==> config.mk <==
export PLATFORM = sky130hd
export DESIGN_NAME = qpu_exu_evtq
export DESIGN_NICKNAME = d
export VERILOG_FILES = /design/src/rtl/qpu_exu_evtq.sv
export SDC_FILE = /design/constraint.sdc
export NUM_CORES = 1
export LEC_CHECK = 0
export ABC_AREA = 0
export BUFFER_PORTS_ARGS = -buffer_cell sky130_fd_sc_hd__buf_4
export CORE_MARGIN = 3
export CORE_UTILIZATION = 60
export DETAILED_ROUTE_END_ITERATION = 6
export MAX_ROUTING_LAYER = met4
export PLACE_DENSITY = 0.8
export SKIP_LAST_GASP = 1
export SYNTH_ARGS = -nofsm -noshare
export SYNTH_HDL_FRONTEND = slang
export SYNTH_SLANG_ARGS = --single-unit
==> constraint.sdc <==
create_clock -name clk -period 16.95 [get_ports clk]
set_input_delay 5.085 -clock clk [delete_from_list [all_inputs] [get_ports clk]]
set_output_delay 5.085 -clock clk [all_outputs]
set_load 0.01 [all_outputs]
==> src/rtl/qpu_exu_evtq.sv <==
// Timed event queue: tags event write-backs with the current timing point and
// releases each entry when the free-running QPU timer reaches its timestamp.
module qpu_exu_evtq #(
   parameter int unsigned TIME_W  = 32,
   parameter int unsigned EVT_W   = 16,
   parameter int unsigned EVT_NUM = 8,
   parameter int unsigned DEPTH   = 4
) (
   input  logic                     clk,
   input  logic                     rst,
   input  logic                     twbck_i_valid,
   output logic                     twbck_i_ready,
   input  logic [TIME_W-1:0]        twbck_i_data,
   input  logic                     ewbck_i_valid,
   output logic                     ewbck_i_ready,
   input  logic [EVT_W-1:0]         ewbck_i_data,
   input  logic [EVT_NUM-1:0]       ewbck_i_oprand,
   input  logic                     run_i,
   input  logic                     clr_i,
   output logic                     evt_o_valid,
   output logic [EVT_W-1:0]         evt_o_data,
   output logic [EVT_NUM-1:0]       evt_o_oprand,
   output logic [TIME_W-1:0]        evt_o_time,
   output logic                     late_o,
   output logic [TIME_W-1:0]        tcnt_o,
   output logic                     empty_o,
   output logic                     full_o,
   output logic [$clog2(DEPTH):0]   cnt_o
);

   localparam int unsigned AW = $clog2(DEPTH);
   localparam int unsigned CW = AW + 1;

   logic [TIME_W-1:0]  time_q [DEPTH];
   logic [EVT_W-1:0]   data_q [DEPTH];
   logic [EVT_NUM-1:0] opr_q  [DEPTH];

   logic [AW-1:0]      wr_ptr_q, wr_ptr_d;
   logic [AW-1:0]      rd_ptr_q, rd_ptr_d;
   logic [CW-1:0]      cnt_q, cnt_d;
   logic [TIME_W-1:0]  tcnt_q, tcnt_d;
   logic [TIME_W-1:0]  tpoint_q, tpoint_d;
   logic               late_q, late_d;
   logic               evt_valid_q;
   logic [EVT_W-1:0]   evt_data_q;
   logic [EVT_NUM-1:0] evt_opr_q;
   logic [TIME_W-1:0]  evt_time_q;

   logic               tw_hs, ew_hs, push, pop, due;
   logic [TIME_W-1:0]  push_time, head_dt;

   assign empty_o = (cnt_q == '0);
   assign full_o  = (cnt_q == CW'(DEPTH));

   // rst gates ewbck readiness so it stays low until reset is released
   assign twbck_i_ready = ~clr_i;
   assign ewbck_i_ready = ~full_o & ~clr_i & ~rst;

   assign tw_hs     = twbck_i_valid & twbck_i_ready;
   assign ew_hs     = ewbck_i_valid & ewbck_i_ready;
   assign push      = ew_hs & (|ewbck_i_oprand);
   assign push_time = tw_hs ? twbck_i_data : tpoint_q;

   // Head is due once the timer is within the half-range at or past its timestamp
   assign head_dt = tcnt_q - time_q[rd_ptr_q];
   assign due     = ~head_dt[TIME_W-1];
   assign pop     = ~empty_o & due & ~clr_i;

   always_comb begin
      wr_ptr_d = wr_ptr_q;
      rd_ptr_d = rd_ptr_q;
      cnt_d    = cnt_q;
      tcnt_d   = tcnt_q;
      tpoint_d = tpoint_q;
      late_d   = late_q;
      if (clr_i) begin
         wr_ptr_d = '0;
         rd_ptr_d = '0;
         cnt_d    = '0;
         tcnt_d   = '0;
         tpoint_d = '0;
         late_d   = 1'b0;
      end else begin
         if (run_i) tcnt_d = tcnt_q + 1'b1;
         if (tw_hs) tpoint_d = twbck_i_data;
         if (push)  wr_ptr_d = wr_ptr_q + 1'b1;
         if (pop)   rd_ptr_d = rd_ptr_q + 1'b1;
         if (pop && (head_dt != '0)) late_d = 1'b1;
         case ({push, pop})
            2'b10:   cnt_d = cnt_q + 1'b1;
            2'b01:   cnt_d = cnt_q - 1'b1;
            default: cnt_d = cnt_q;
         endcase
      end
   end

   always_ff @(posedge clk or posedge rst) begin
      if (rst) begin
         for (int unsigned i = 0; i < DEPTH; i++) begin
            time_q[i] <= '0;
            data_q[i] <= '0;
            opr_q[i]  <= '0;
         end
         wr_ptr_q    <= '0;
         rd_ptr_q    <= '0;
         cnt_q       <= '0;
         tcnt_q      <= '0;
         tpoint_q    <= '0;
         late_q      <= 1'b0;
         evt_valid_q <= 1'b0;
         evt_data_q  <= '0;
         evt_opr_q   <= '0;
         evt_time_q  <= '0;
      end else begin
         wr_ptr_q    <= wr_ptr_d;
         rd_ptr_q    <= rd_ptr_d;
         cnt_q       <= cnt_d;
         tcnt_q      <= tcnt_d;
         tpoint_q    <= tpoint_d;
         late_q      <= late_d;
         evt_valid_q <= pop;
         if (push) begin
            time_q[wr_ptr_q] <= push_time;
            data_q[wr_ptr_q] <= ewbck_i_data;
            opr_q[wr_ptr_q]  <= ewbck_i_oprand;
         end
         if (pop) begin
            evt_data_q <= data_q[rd_ptr_q];
            evt_opr_q  <= opr_q[rd_ptr_q];
            evt_time_q <= time_q[rd_ptr_q];
         end
      end
   end

   assign evt_o_valid  = evt_valid_q;
   assign evt_o_data   = evt_data_q;
   assign evt_o_oprand = evt_opr_q;
   assign evt_o_time   = evt_time_q;
   assign late_o       = late_q;
   assign tcnt_o       = tcnt_q;
   assign cnt_o        = cnt_q;

endmodule
Yosys cells after proc, flatten, opt, wreduce, memory -nomap -nowiden
Cells that the tools add are included.
{ "word_totals": {"reg_bits": 353} }
{ "classes": {"addsub": 6, "order_cmp": 3, "eq_ne": 3, "mux": 30, "n_bitwise": 14, "n_reduce_logical": 10} }
{ "op_table": {"columns": ["op", "n"], "rows": [
  ["two-way mux 32 bit", 7],
  ["bitwise mux 128 bit", 1],
  ["binary-select mux 32 bit (select 2 bit)", 1],
  ["bitwise mux 64 bit", 1],
  ["demux 32 bit (select 2 bit)", 1],
  ["two-way mux 16 bit", 3],
  ["adder 32 x 1 -> 32 bit (second input constant)", 1],
  ["binary-select mux 16 bit (select 2 bit)", 1],
  ["bitwise mux 32 bit", 1],
  ["demux 16 bit (select 2 bit)", 1],
  ["nonzero test 32 bit", 1],
  ["subtractor 32 bit", 1],
  ["two-way mux 8 bit", 3],
  ["binary-select mux 8 bit (select 2 bit)", 1],
  ["demux 8 bit (select 2 bit)", 1],
  ["two-way mux 2 bit", 4],
  ["nonzero test 2 bit", 4],
  ["OR reduction 8 bit", 1],
  ["bitwise AND 1 bit", 7],
  [">= comparator 3 bit (second input constant)", 2],
  ["NOT 2 -> 3 bit", 2],
  ["one-hot mux 3 bit (2 select lines)", 1],
  ["NOT 1 bit", 5],
  ["adder 2 x 1 -> 2 bit (second input constant)", 2],
  ["other kinds (11)", 13]
]} }

Longest topological paths before layout
{ "logic_depth": {"word_depth": 11, "mapped_depth": 21} }

Worst setup path before layout
Ideal clock, no wire load.
{ "synth_timing": {"path_type": "input to output", "startpoint": "in clr_i", "endpoint": "out twbck_i_ready", "arrival_ns": 5.477, "setup_slack_ns": 6.388, "path_stages": 2, "cell_sequence": "clkbuf_1 inv_1"} }
{ "synth_between": {"elab_chain_cells": 1} }
{ "synth_rtl": {"columns": ["item", "line_no", "text"], "rows": [
  ["start: declaration", "19", "input logic clr_i,"],
  ["NOT 1 bit", "56", "assign twbck_i_ready = ~clr_i;"],
  ["end: declaration", "12", "output logic twbck_i_ready,"]
]} }
No other way between the ends.

Worst setup path in the final report
Same ends and word-level chain as after synthesis.

==> metrics.txt <==
DR WL/cell between 15 and 20 µm; clock network power share 30.6%; crit path buf inv count 3; Synth Instances approximately 1.4k; Finished Layout Cells 1971; setup repair bufs after CTS 0; M1 GR Usage between 30% and 40%; Worst Hold End time_q[122]; later-pin clock latency in the skew report 520 ps; Crit Path Category primary input to output pin; Slew Viols, Final 0; Post-synth top flop dfrtp_1; Comb power frac 25.3%; CP cell instances buf_4 -> inv_1 -> buf_4; initial antenna violation count 0; total of max-cap violations 0; internal reg-to-reg setup slack 11470 ps; Initial Util between 60% and 70%; Ant. Diodes 0; # nets final between 1.5k and 2k; Switching Share 29.3%; post-cts resize count 0; met3 usage ~4.9%; r2r endpoint evt_o_oprand[0]; Iter 0 DRT Violations 1049; RD Place Congestion 0.933; largest net degree at the start of global routing roughly 130; setup violation total in the final timing report 0; Layout Area Growth over Synthesis 15.5%; Setup crit end kind output pin; sequential area share after synthesis 52.8%; gr ovfl total 0; Clock transition at path regs approximately 60 ps; Synth async-reset ratio 100%; min Tclk post-route 11270 ps; CTS tree yes; Synth Register Bits 353; via/cell ratio 5.96; CP delay by family, top buffers and inverters; total I/O pin count 159; Die Wd 173 µm; met2 Use GR 45.2%; Least-Margin Pin Slew 1000 ps; # clock sinks roughly 350; Fin Setup TNS 0 ps; Ys Warns 0; Die H 173 µm; dpl hpwl 25.5 mm; # fillers 1942; Critical Path RT about 12000 ps; status finished clean; DIE AREA 0.0299 mm²; Tcrit/Tclk final 66.5%; # rows 60; Port Buffers 158; cts hold-fix bufs 0; Avg Cell Area, Syn 11.6 µm²; Root Buffer clkbuf_16; first-pass GRT wire length about 63 mm; gr busiest metal met2; RR Startpoint rd_ptr_q[0]; CP max stage delay 680 ps; CP arrival 6190 ps; DRC 0; Tot GR Track Use between 20% and 30%; Slew headroom 33.3%; Multi-input gate area 0.00740 mm²; Max Clock Skew 21.6 ps; CP max-delay cell buf_4; DRT antenna net count 0; hold violation count in the final report 0; Leakage 9.21 nW; Mapped Area 0.0167 mm²; clk buf depth 3; Reg power frac 44.1%; share of layout cells above drive strength 1 27.3%; Pwr per Cell Area 128 mW/mm²; net switching power 0.000726 W; worst IR drop on VDD approximately 0.11 mV; H-tree depth 2; Register Area just under 0.009 mm²; placed cell count 1907; DRT Wirelength 39.2 mm; CTS Buf Count 36; min-delay src time_q[122]; DRT Pass-1 Iters 7; Worst Hold Path Cells 2; CP most frequent cell buf_4; Critical Path Source Type primary input; fmax about 0.089 GHz; cell internal pwr 0.00175 W; vias in the first global route 12.1k; syn_nets 1542; CP Max Fanout 74; Hold Crit Class register to register; RSZ-0062 raised after global routing false; Cell variety after synth 62; core area 0.0272 mm²; reg2reg path depth 13; via count 11.8k; Post-synth EDFFs 0
-- layout by cell type (no fill, tap or decap), types with 5 or more instances in the layout --
cell,synthesis,routed
ha_1,36,36
mux2_1,20,20
dfrtp_1,353,351
o21ai_0,152,152
mux2i_1,38,38
xor2_1,28,28
mux4_2,56,56
o21a_1,6,6
o31ai_1,5,5
nor4_1,6,6
and3_1,12,12
clkbuf_1,50,6
clkbuf_16,0,36
inv_1,49,48
nor3_1,14,14
or3_1,5,5
nor2b_1,5,5
a21o_1,7,7
clkinv_2,0,8
clkbuf_8,0,10
buf_4,1,170
nand3_1,19,19
a21oi_1,41,41
xnor2_1,18,18
nor2_1,94,94
nand2_1,186,181
nand4_1,14,14
nand2_2,0,5
mux2_2,134,134
-- per-layer routing --
metal  vias up  wire length [µm]
li1       5356                 -
met1      5973             16300
met2       351             19700
met3        70              2240
met4         0               864
met5         -                 0
-- power by group through the flow --
| stage | clock, W | combinational [W] | sequential [W] |
|---|---|---|---|
| 2_1_floorplan | 0 | 0.000388 | 0.00110 |
| 3_3_place_gp | 0 | 0.000605 | 0.00109 |
| 3_5_place_dp | 0 | 0.000623 | 0.00111 |
| 4_1_cts | 0.000773 | 0.000628 | 0.00109 |
| 5_1_grt | 0.000806 | 0.000683 | 0.00111 |
| 6_report | 0.000760 | 0.000627 | 0.00109 |
-- flip-flops by register name, indices dropped and copies added, names as in the netlist --
signal,cells
wr_ptr_q,2
evt_o_data,16
time_q,128
tcnt_o,32
cnt_o,3
data_q,64
evt_o_valid,1
tpoint_q,32
rd_ptr_q,2
evt_o_time,32
late_o,1
evt_o_oprand,8
opr_q,32
-- worst reg2reg max path: cells and delay by family (launching register included) --
family                     cells  cell delay (ps)
buffers and inverters          3             1610
muxes                          3             1610
AOI/OAI and AO/OA              6             1260
DFF                            1              560
adders and majority gates      1              320
-- metrics by stage --
stage	utilization [%]	power (W)	setup WS (ps)	hold slack, ps	cell area (µm²)
final	71.1	0.00248	5680	478	19300
after global routing	71.1	0.00260	5600	501	19300
after CTS	71.1	0.00250	5670	479	19300
after detailed placement	66.9	0.00173	5680	466	18200
after global placement	66.9	0.00170	5720	456	18200
after floorplan	-	0.00149	2070	445	16700
-- layout make-up --
| cell class | count | area share [%] |
|---|---|---|
| clock buffer | 52 | 5.49 |
| timing repair buffer | 170 | 6.61 |
| multi-input combinational | 963 | 38.3 |
| tap | 372 | 2.41 |
| sequential | 353 | 45.8 |
| clock inverter | 12 | 0.421 |
| inverter | 49 | 0.991 |
-- worst max path at each step --
stage	startpoint	end	slack, ps	cells past startpoint
floorplan	rst	cnt_o[0]	2070	1
CTS	clr_i	twbck_i_ready	5670	3
global route	clr_i	twbck_i_ready	5600	3
detailed placement	clr_i	twbck_i_ready	5680	3
global placement	clr_i	twbck_i_ready	5720	3
finish	clr_i	twbck_i_ready	5680	3
-- synth_stat cells (5+ instances only) --
master	n	area share [%]
o31ai_1	5	0.22
a21o_1	7	0.31
nand3_1	19	0.57
o21ai_0	152	4.6
nand2_1	186	4.2
o21a_1	6	0.27
xnor2_1	18	0.94
buf_2	8	0.24
ha_1	36	2.7
nor3_1	14	0.42
nand4_1	14	0.52
mux2_1	20	1.3
buf_1	16	0.36
nor2_1	94	2.1
dfrtp_1	353	53
inv_1	49	1.1
a21oi_1	41	1.2
mux4_2	56	7.5
and3_1	12	0.45
nor4_1	6	0.22
nor2b_1	5	0.19
xor2_1	28	1.5
clkbuf_1	50	1.1
mux2_2	134	9.0
or3_1	5	0.19
mux2i_1	38	2.3
-- logic make-up (layout without fill, tap and decap cells) --
| kind of cell | after synthesis | after routing | synth area share (%) |
|---|---|---|---|
| AND/OR/NAND/NOR | 376 | 376 | 9.76 |
| flip-flops | 353 | 353 | 52.8 |
| AO/OA/AOI/OAI | 254 | 254 | 8.75 |
| multiplexers | 248 | 248 | 20.2 |
| buffers and inverters | 126 | 283 | 3.00 |
| XOR/XNOR | 47 | 47 | 2.51 |
| adder cells (fa/ha/maj) | 38 | 38 | 2.93 |
Note: power is estimated with default switching activity, not from simulation.
